--- src/rtl/lut_delay_tap_ctrl.sv ---
// ---------------------------------------------------------------------------
// lut_delay_tap_ctrl
//
// Multi-channel LUT delay-line tap controller. Each channel owns a saturating
// tap counter (0..TAPS) and a registered thermometer-coded select bus that
// enables the first tap[c] LUT stages of that channel's delay line. Commands
// arrive on an IDELAY-style rst/ce/inc interface. Each accepted command
// opens a settle window (busy) and ends with a one-cycle done pulse.
//
// Ports
//   clk         in   system clock, single domain
//   rst         in   synchronous active-high reset
//   idelay_rst  in   reload targeted channel(s) to INIT_TAP (beats idelay_ce)
//   idelay_ce   in   step targeted channel(s) by one tap
//   idelay_inc  in   step direction: 1 = +1 tap, 0 = -1 tap
//   ch_sel      in   target channel index
//   ch_all      in   target every channel (overrides ch_sel)
//   sel_signal  out  thermometer select, channel c at [c*TAPS +: TAPS]
//   tap_count   out  tap value, channel c at [c*TAP_W +: TAP_W]
//   busy        out  settle window active; commands are dropped
//   done        out  one-cycle completion pulse
//   nochange    out  qualified by done: no targeted tap changed value
// ---------------------------------------------------------------------------
module lut_delay_tap_ctrl #(
  parameter int unsigned CHANNELS = 2,
  parameter int unsigned CH_W     = 1,
  parameter int unsigned TAPS     = 8,
  parameter int unsigned TAP_W    = 4,
  parameter int unsigned INIT_TAP = 0,
  parameter int unsigned SETTLE   = 3
) (
  input  logic                      clk,
  input  logic                      rst,
  input  logic                      idelay_rst,
  input  logic                      idelay_ce,
  input  logic                      idelay_inc,
  input  logic [CH_W-1:0]           ch_sel,
  input  logic                      ch_all,
  output logic [CHANNELS*TAPS-1:0]  sel_signal,
  output logic [CHANNELS*TAP_W-1:0] tap_count,
  output logic                      busy,
  output logic                      done,
  output logic                      nochange
);

  // Settle counter needs to reach SETTLE-1; keep at least one bit so the
  // register still exists when SETTLE is 0 or 1.
  localparam int unsigned CntW = (SETTLE > 1) ? $clog2(SETTLE + 1) : 1;
  localparam logic [CntW-1:0]  CntLast = CntW'((SETTLE > 0) ? SETTLE - 1 : 0);
  localparam logic [TAP_W-1:0] TapInit = TAP_W'(INIT_TAP);
  localparam logic [TAP_W-1:0] TapMax  = TAP_W'(TAPS);

  // Thermometer code: bit i set iff i < tap.
  function automatic logic [TAPS-1:0] f_therm(input logic [TAP_W-1:0] tap);
    logic [TAPS-1:0] t;
    t = '0;
    for (int unsigned i = 0; i < TAPS; i++) begin
      t[i] = (i < 32'(tap));
    end
    return t;
  endfunction

  localparam logic [TAPS-1:0] ThermInit = f_therm(TapInit);

  typedef enum logic [1:0] {
    StIdle,
    StSettle,
    StDone
  } state_e;

  // With no settle window the command goes straight to its done cycle.
  localparam state_e StAfterCmd = (SETTLE == 0) ? StDone : StSettle;

  // Declaration initialisers give power-up values identical to reset.
  state_e                         r_state    = StIdle;
  state_e                         w_state_nxt;
  logic [CntW-1:0]                r_cnt      = '0;
  logic [CHANNELS-1:0][TAP_W-1:0] r_tap      = {CHANNELS{TapInit}};
  logic [CHANNELS-1:0][TAPS-1:0]  r_sel      = {CHANNELS{ThermInit}};
  logic                           r_nochange = 1'b0;

  logic                           w_cmd;
  logic                           w_accept;
  logic [CHANNELS-1:0]            w_target;
  logic [CHANNELS-1:0][TAP_W-1:0] w_tap_nxt;
  logic                           w_changed;

  // ---------------------------------------------------------------------
  // Command acceptance
  // ---------------------------------------------------------------------
  // The done cycle behaves like idle, so only the settle window drops work.
  always_comb begin
    w_cmd    = idelay_rst | idelay_ce;
    w_accept = w_cmd & (r_state != StSettle);
  end

  // Out-of-range ch_sel matches no channel index, giving an empty target set.
  always_comb begin
    w_target = '0;
    for (int unsigned c = 0; c < CHANNELS; c++) begin
      w_target[c] = ch_all | (32'(ch_sel) == c);
    end
  end

  // Candidate next taps for the presented command, plus whether any of them
  // would move. Applied only when the command is accepted.
  always_comb begin
    w_tap_nxt = r_tap;
    w_changed = 1'b0;
    for (int unsigned c = 0; c < CHANNELS; c++) begin
      if (w_target[c]) begin
        if (idelay_rst) begin
          w_tap_nxt[c] = TapInit;
        end else if (idelay_ce) begin
          if (idelay_inc) begin
            if (r_tap[c] < TapMax) begin
              w_tap_nxt[c] = r_tap[c] + 1'b1;
            end
          end else if (r_tap[c] != '0) begin
            w_tap_nxt[c] = r_tap[c] - 1'b1;
          end
        end
      end
      w_changed = w_changed | (w_tap_nxt[c] != r_tap[c]);
    end
  end

  // ---------------------------------------------------------------------
  // Tap and select registers (updated on the accepting edge)
  // ---------------------------------------------------------------------
  always_ff @(posedge clk) begin
    if (rst) begin
      r_tap      <= {CHANNELS{TapInit}};
      r_sel      <= {CHANNELS{ThermInit}};
      r_nochange <= 1'b0;
    end else if (w_accept) begin
      r_tap      <= w_tap_nxt;
      for (int unsigned c = 0; c < CHANNELS; c++) begin
        r_sel[c] <= f_therm(w_tap_nxt[c]);
      end
      r_nochange <= ~w_changed;
    end
  end

  // ---------------------------------------------------------------------
  // Settle counter: counts 0..SETTLE-1 while in StSettle
  // ---------------------------------------------------------------------
  always_ff @(posedge clk) begin
    if (rst) begin
      r_cnt <= '0;
    end else if (w_accept) begin
      r_cnt <= '0;
    end else if (r_state == StSettle) begin
      r_cnt <= r_cnt + 1'b1;
    end
  end

  // ---------------------------------------------------------------------
  // FSM: state register
  // ---------------------------------------------------------------------
  always_ff @(posedge clk) begin
    if (rst) begin
      r_state <= StIdle;
    end else begin
      r_state <= w_state_nxt;
    end
  end

  // FSM: next state
  always_comb begin
    w_state_nxt = r_state;
    unique case (r_state)
      StIdle: begin
        if (w_cmd) begin
          w_state_nxt = StAfterCmd;
        end
      end
      StSettle: begin
        if (r_cnt == CntLast) begin
          w_state_nxt = StDone;
        end
      end
      StDone: begin
        w_state_nxt = w_cmd ? StAfterCmd : StIdle;
      end
      default: w_state_nxt = StIdle;
    endcase
  end

  // FSM: outputs
  always_comb begin
    busy     = (r_state == StSettle);
    done     = (r_state == StDone);
    nochange = (r_state == StDone) & r_nochange;
  end

  always_comb begin
    sel_signal = r_sel;
    tap_count  = r_tap;
  end

endmodule

--- config.mk ---
export PLATFORM = sky130hd
export DESIGN_NAME = lut_delay_tap_ctrl
export DESIGN_NICKNAME = d
export VERILOG_FILES = /design/src/rtl/lut_delay_tap_ctrl.sv
export SDC_FILE = /design/constraint.sdc
export NUM_CORES = 1
export LEC_CHECK = 0
export BUFFER_PORTS_ARGS = -buffer_cell sky130_fd_sc_hd__buf_4
export CAP_MARGIN = 20
export CORE_ASPECT_RATIO = 0.6
export CORE_MARGIN = 2
export CORE_UTILIZATION = 45
export CTS_BUF_LIST = sky130_fd_sc_hd__clkbuf_4 sky130_fd_sc_hd__clkbuf_8 sky130_fd_sc_hd__clkbuf_16
export CTS_CLUSTER_DIAMETER = 50
export CTS_CLUSTER_SIZE = 20
export DETAILED_ROUTE_END_ITERATION = 10
export PLACE_DENSITY = 0.72
export SETUP_SLACK_MARGIN = 0.2
export SYNTH_ARGS = -nofsm -noshare
export SYNTH_HDL_FRONTEND = slang
export SYNTH_SLANG_ARGS = --single-unit
--- constraint.sdc ---
create_clock -name clk -period 4.4 [get_ports clk]
set_clock_uncertainty 0.15 [all_clocks]
set_input_delay 0.44 -clock clk [delete_from_list [all_inputs] [get_ports clk]]
set_output_delay 0.44 -clock clk [all_outputs]
set_load 0.005 [all_outputs]
Yosys cells after proc, flatten, opt, wreduce, memory -nomap -nowiden --
Index checks and enable logic that the tools add are counted.
Word-level totals: flip-flop bits (word level) 29, input port bits 7, word-level logic and storage cells 67
Cells by class: $add $sub $neg 5, $lt $le $gt $ge 18, equality and inequality tests 8, muxes and demuxes 16, bitwise operators 8, reduce and logical (&&, ||, !) cells 5
Operators by type and width (number):
- $mux W4 | 12
- $lt A3 B4 Y1 const A | 8
- $lt A1 B4 Y1 const A | 4
- $lt A2 B4 Y1 const A | 4
- $add A4 B1 Y4 const B | 2
- $lt A4 B4 Y1 const B | 2
- $ne A4 B4 Y1 | 2
- $reduce_bool A4 Y1 | 2
- $sub A4 B1 Y4 const B | 2
- $pmux W2 S3 | 1
- $eq A2 B2 Y1 const B | 2
- $mux W2 | 2
- $ne A2 B1 Y1 const B | 2
- $or A1 B1 Y1 | 4
- $add A2 B1 Y2 const B | 1
- $and A1 B1 Y1 | 2
- $eq A2 B1 Y1 const B | 1
- $logic_not A2 Y1 | 1
- $ne A2 B2 Y1 const B | 1
- $not A1 Y1 | 2
- $reduce_and A2 Y1 | 1
- $reduce_or A2 Y1 | 1
- $mux W1 | 1

Longest topological paths before layout --
depth after elaboration 9, depth in mapped cells 8, gate-level depth less buffers 7

Worst setup path before layout --
OpenSTA, ideal clock, no wires.
path type reg-to-reg, start point register r_tap (netlist bit tap_count[4]), end point register r_sel (netlist bit sel_signal[14]), library setup time 70 ps, data arrival time 2007 ps, required time 4180 ps, setup slack 2172 ps, cell stages (with the launch flop) 9, path buffers 1, cells stage by stage dfxtp_1 -> clkbuf_1 -> inv_1 -> ha_1 -> and4bb_2 -> a311o_1 -> a21oi_4 -> nand4_1 -> a21oi_1
On the way: cells in the longest elaborated chain, start to end 7
Ends and longest elaborated chain:
- from (decl) | line 78 | logic [CHANNELS-1:0][TAP_W-1:0] r_tap = {CHANNELS{TapInit}};
- from (signal assigned) | line 133 | r_tap <= {CHANNELS{TapInit}};
- from (signal assigned) | line 137 | r_tap <= w_tap_nxt;
- $sub A4 B1 Y4 (tied with other cells) | line 120 | w_tap_nxt[c] = r_tap[c] - 1'b1;
- $mux W4 (on tied branches) | line 119, 116
- $mux W4 | line 115 | if (idelay_inc) begin
- $mux W4 | line 114 | end else if (idelay_ce) begin
- $mux W4 | line 112 | if (idelay_rst) begin
- $mux W4 (*) | line 111 | if (w_target[c]) begin
- $lt A3 B4 Y1 (*) | line 58 | t[i] = (i < 32'(tap));
- to (signal assigned) | line 134 | r_sel <= {CHANNELS{ThermInit}};
- to (signal, indexed assignment) | line 139 | r_sel[c] <= f_therm(w_tap_nxt[c]);
- to (decl) | line 79 | logic [CHANNELS-1:0][TAPS-1:0] r_sel = {CHANNELS{ThermInit}};
Mark *: on every way between the ends. The rest lies on a longest branch, timed or not. A chain may end at the register's enable or synchronous reset.

Final worst setup path --
start point register r_tap (netlist bit tap_count[1]), end point register r_sel (netlist bit sel_signal[6])
Same word-level chain as after synthesis.

==> impl_metrics.csv <==
group,metric,value,unit
setup_path,critPathBufInv,1,
setup_path,worstSetupEndpointType,"flop",
routing,via_count,1670,
pwr,vdd_ir_drop_max,0.180,mV
yosys,synth_seq_cells,27,
global_routing,grt_pass1_vias,1432,
timing,hold_viol,0,
global_routing,track_usage,19.5,%
setup_path,r2r-end,"sel_signal[6]$_SDFFE_PP0P_",
yosys,ys.warnings.count,0,
setup_path,endpoint,"sel_signal[6]$_SDFFE_PP0P_",
pwr,finalPower,0.000602,W
clocking,cts-root-buf,"clkbuf_8",
die,chipWidth,84.5,µm
pwr,leakage,0.799,nW
setup_path,rr_startpoint,"tap_count[1]$_SDFFE_PP0P_",
setup_path,startpoint,"tap_count[1]$_SDFFE_PP0P_",
global_routing,grt_first_pass_wirelength,6.91,mm
routing,via_per_inst,5.90,
finish,nNetsFinal,249,
global_routing,grt_use_met3,4.41,%
timing,finalCritPeriodShare,55.1,%
global_routing,use_met2,29.0,%
yosys,synth_top_flop_cell,"dfxtp_1",
die,ioPinCount,34,
yosys,synth_top_area_share,30.9,%
finish,postLayoutCoreUtil,54.4,%
routing,wirelength,4.16,mm
clocking,cts_hold_buf,0,
timing,rsz0062_at_grt,"no",
clocking,cts_tree,"done",
yosys,synth_cell_type_count,61,
placement,io_buffers,33,
global_routing,grt_max_degree,27,
hold_path,hp-class,"in -> reg",
die,dieArea,4420,µm²
clocking,cts_resized,0,
finish,fillers,362,
job,maxCapViolCount,0,
clocking,cts_setup_buffers,0,
finish,drive_gt1_share,22.9,%
yosys,synth_edf_count,0,
timing,slew_violations,0,
timing,fin_hold_ws,0.337,ns
global_routing,grt_busiest_layer,"met2",
yosys,synthTopCellsByArea,"dfxtp_1, o21ai_0, a21oi_1",
die,die_h,52.3,µm
setup_path,ff2ff_path_depth,7,
routing,dr.first_iter.drc_count,55,
clocking,clock_sinks,27,
timing,layout_setup_ws,1.97,ns
status,status,"complete, no violations",
yosys,synthTopCellsByCount,"dfxtp_1, o21ai_0, nand2_1, nor2_1, a21oi_1",
clocking,clock_latency,0.27,ns
setup_path,rrSetupSlack,1.97,ns
setup_path,path_max_fanout,7,
die,rows,17,
yosys,yosysMostFrequentCell,"dfxtp_1",
yosys,avgSynthCellArea,8.04,µm²
clocking,clkSlewWorstSetupHoldPaths,0.09,ns
setup_path,slowest_stage,"dfxtp_1",
timing,tns,0,ns
yosys,synth_top_cell_by_area,"dfxtp_1",
setup_path,crit_family,"compound AO/OA/AOI/OAI gates",
routing,drcViolationCount,0,
finish,n_antenna_cell,0,
setup_path,required,4.44,ns
placement,pre_cts_slack,2.02,ns
setup_path,path_cells,"inv_1, ha_1, or3b_1, a311o_1, a22oi_4, o211ai_1, o31ai_2",
timing,finalCriticalPeriod,2.43,ns
pwr,pwr_density_cell,299,nW/µm²
placement,place_hpwl,2.92,mm
yosys,syn-num-nets,230,
placement,finalWeightedCongestion,0.833,
clocking,cts_buffer_depth,2,
setup_path,crit_cells,7,
clocking,cts_buffers,3,
routing,routedWlPerCell,14.7,µm
die,initial_utilization,47.3,%
yosys,syn_area,1750,µm²
global_routing,met1_usage,29.0,%
setup_path,worst-setup-path-type,"reg -> reg",
yosys,synth_seq_area_share,30.9,%
setup_path,critPathMaxStageDelay,0.38,ns
global_routing,overflow,0,
timing,worstMarginPinSlew,0.909,ns
yosys,synthArstFlopShare,0,%
timing,fmax,412,MHz
setup_path,startpoint_type,"flop",
timing,setup_violations,0,
die,coreArea,3700,µm²
global_routing,antenna_found_initial,0,
clocking,ctsHtreeMaxLevel,1,
routing,drt.antenna.violating_nets,0,
routing,drtPass1Iterations,4,
setup_path,cp_data_arrival_time,2.47,ns
yosys,synth_cells,218,
finish,area_delta_synth_final,14.9,%
timing,slew_headroom,39.3,%
==> layout by cell type, fill, tap and decap left out, drive strengths merged, types with 3 or more instances in the layout <==
cell type	n
buf	33
dfxtp	27
o21ai	23
nor2	17
nand2	16
a21oi	16
a31oi	9
inv	8
nor3	7
nor2b	6
nand3	5
o211ai	5
ha	5
a211oi	4
clkbuf	4
a21boi	3
and3	3
==> state kept, by name, indices dropped and copies added, names as in the netlist <==
register,flops
r_nochange,1
r_cnt,2
tap_count,8
sel_signal,14
r_state,2
==> cells by family (layout without fill, tap and decap cells) <==
family	after synthesis	count (layout)	share of synthesized area, %
AO/OA/AOI/OAI	84	84	34.1
AND/OR/NAND/NOR	72	72	22.6
flip-flops	27	27	30.9
buffers and inverters	27	45	7.07
adder cells (fa/ha/maj)	5	5	3.57
multiplexers	2	2	1.21
XOR/XNOR	1	1	0.500
==> per-stage QoR <==
stage	area, µm²	instances
finish	2010	283
floorplan	1750	218
CTS	2010	283
global route	2010	283
detailed placement	1960	279
global placement	1960	279
==> layout make-up <==
type                            count  area, µm²  share of cell area [%]
Multi-Input combinational cell    164       1090                    54.0
Timing Repair Buffer               33        248                    12.3
Sequential cell                    27        541                    26.8
Clock buffer                        4       48.8                    2.42
Tap cell                           47       58.8                    2.92
Inverter                            8       30.0                    1.49
==> layer usage <==
metal / part of all wire, % / vias up
li1: - / 846
met2: 42 / 32
met3: 3.9 / 2
met5: 0 / -
met1: 54 / 790
met4: 0.17 / 0
==> worst min path at each step <==
stage / start / endpoint / slack, ns / depth (start not counted)
CTS: rst / tap_count[2]$_SDFFE_PP0P_ / 0.33 / 2
global route: rst / sel_signal[12]$_SDFFE_PP0P_ / 0.35 / 2
floorplan: sel_signal[9]$_SDFFE_PP0P_ / sel_signal[9]$_SDFFE_PP0P_ / 0.32 / 2
finish: rst / sel_signal[12]$_SDFFE_PP0P_ / 0.34 / 2
global placement: sel_signal[9]$_SDFFE_PP0P_ / sel_signal[9]$_SDFFE_PP0P_ / 0.33 / 2
detailed placement: sel_signal[9]$_SDFFE_PP0P_ / sel_signal[9]$_SDFFE_PP0P_ / 0.34 / 2
==> worst reg2reg max path, stage by stage (launching register included) <==
cell and delay [ns]:
dfxtp_1 0.38, inv_1 0.16, ha_1 0.26, or3b_1 0.37, a311o_1 0.37, a22oi_4 0.24
o211ai_1 0.16, o31ai_2 0.26
==> power by group <==
group	switching [W]	internal, W	leakage, nW
clock	0.0000743	0.0000711	0.0262
sequential	0.0000224	0.000265	0.222
combinational	0.0000898	0.0000787	0.551
Note: power is estimated with default switching activity, not from simulation.
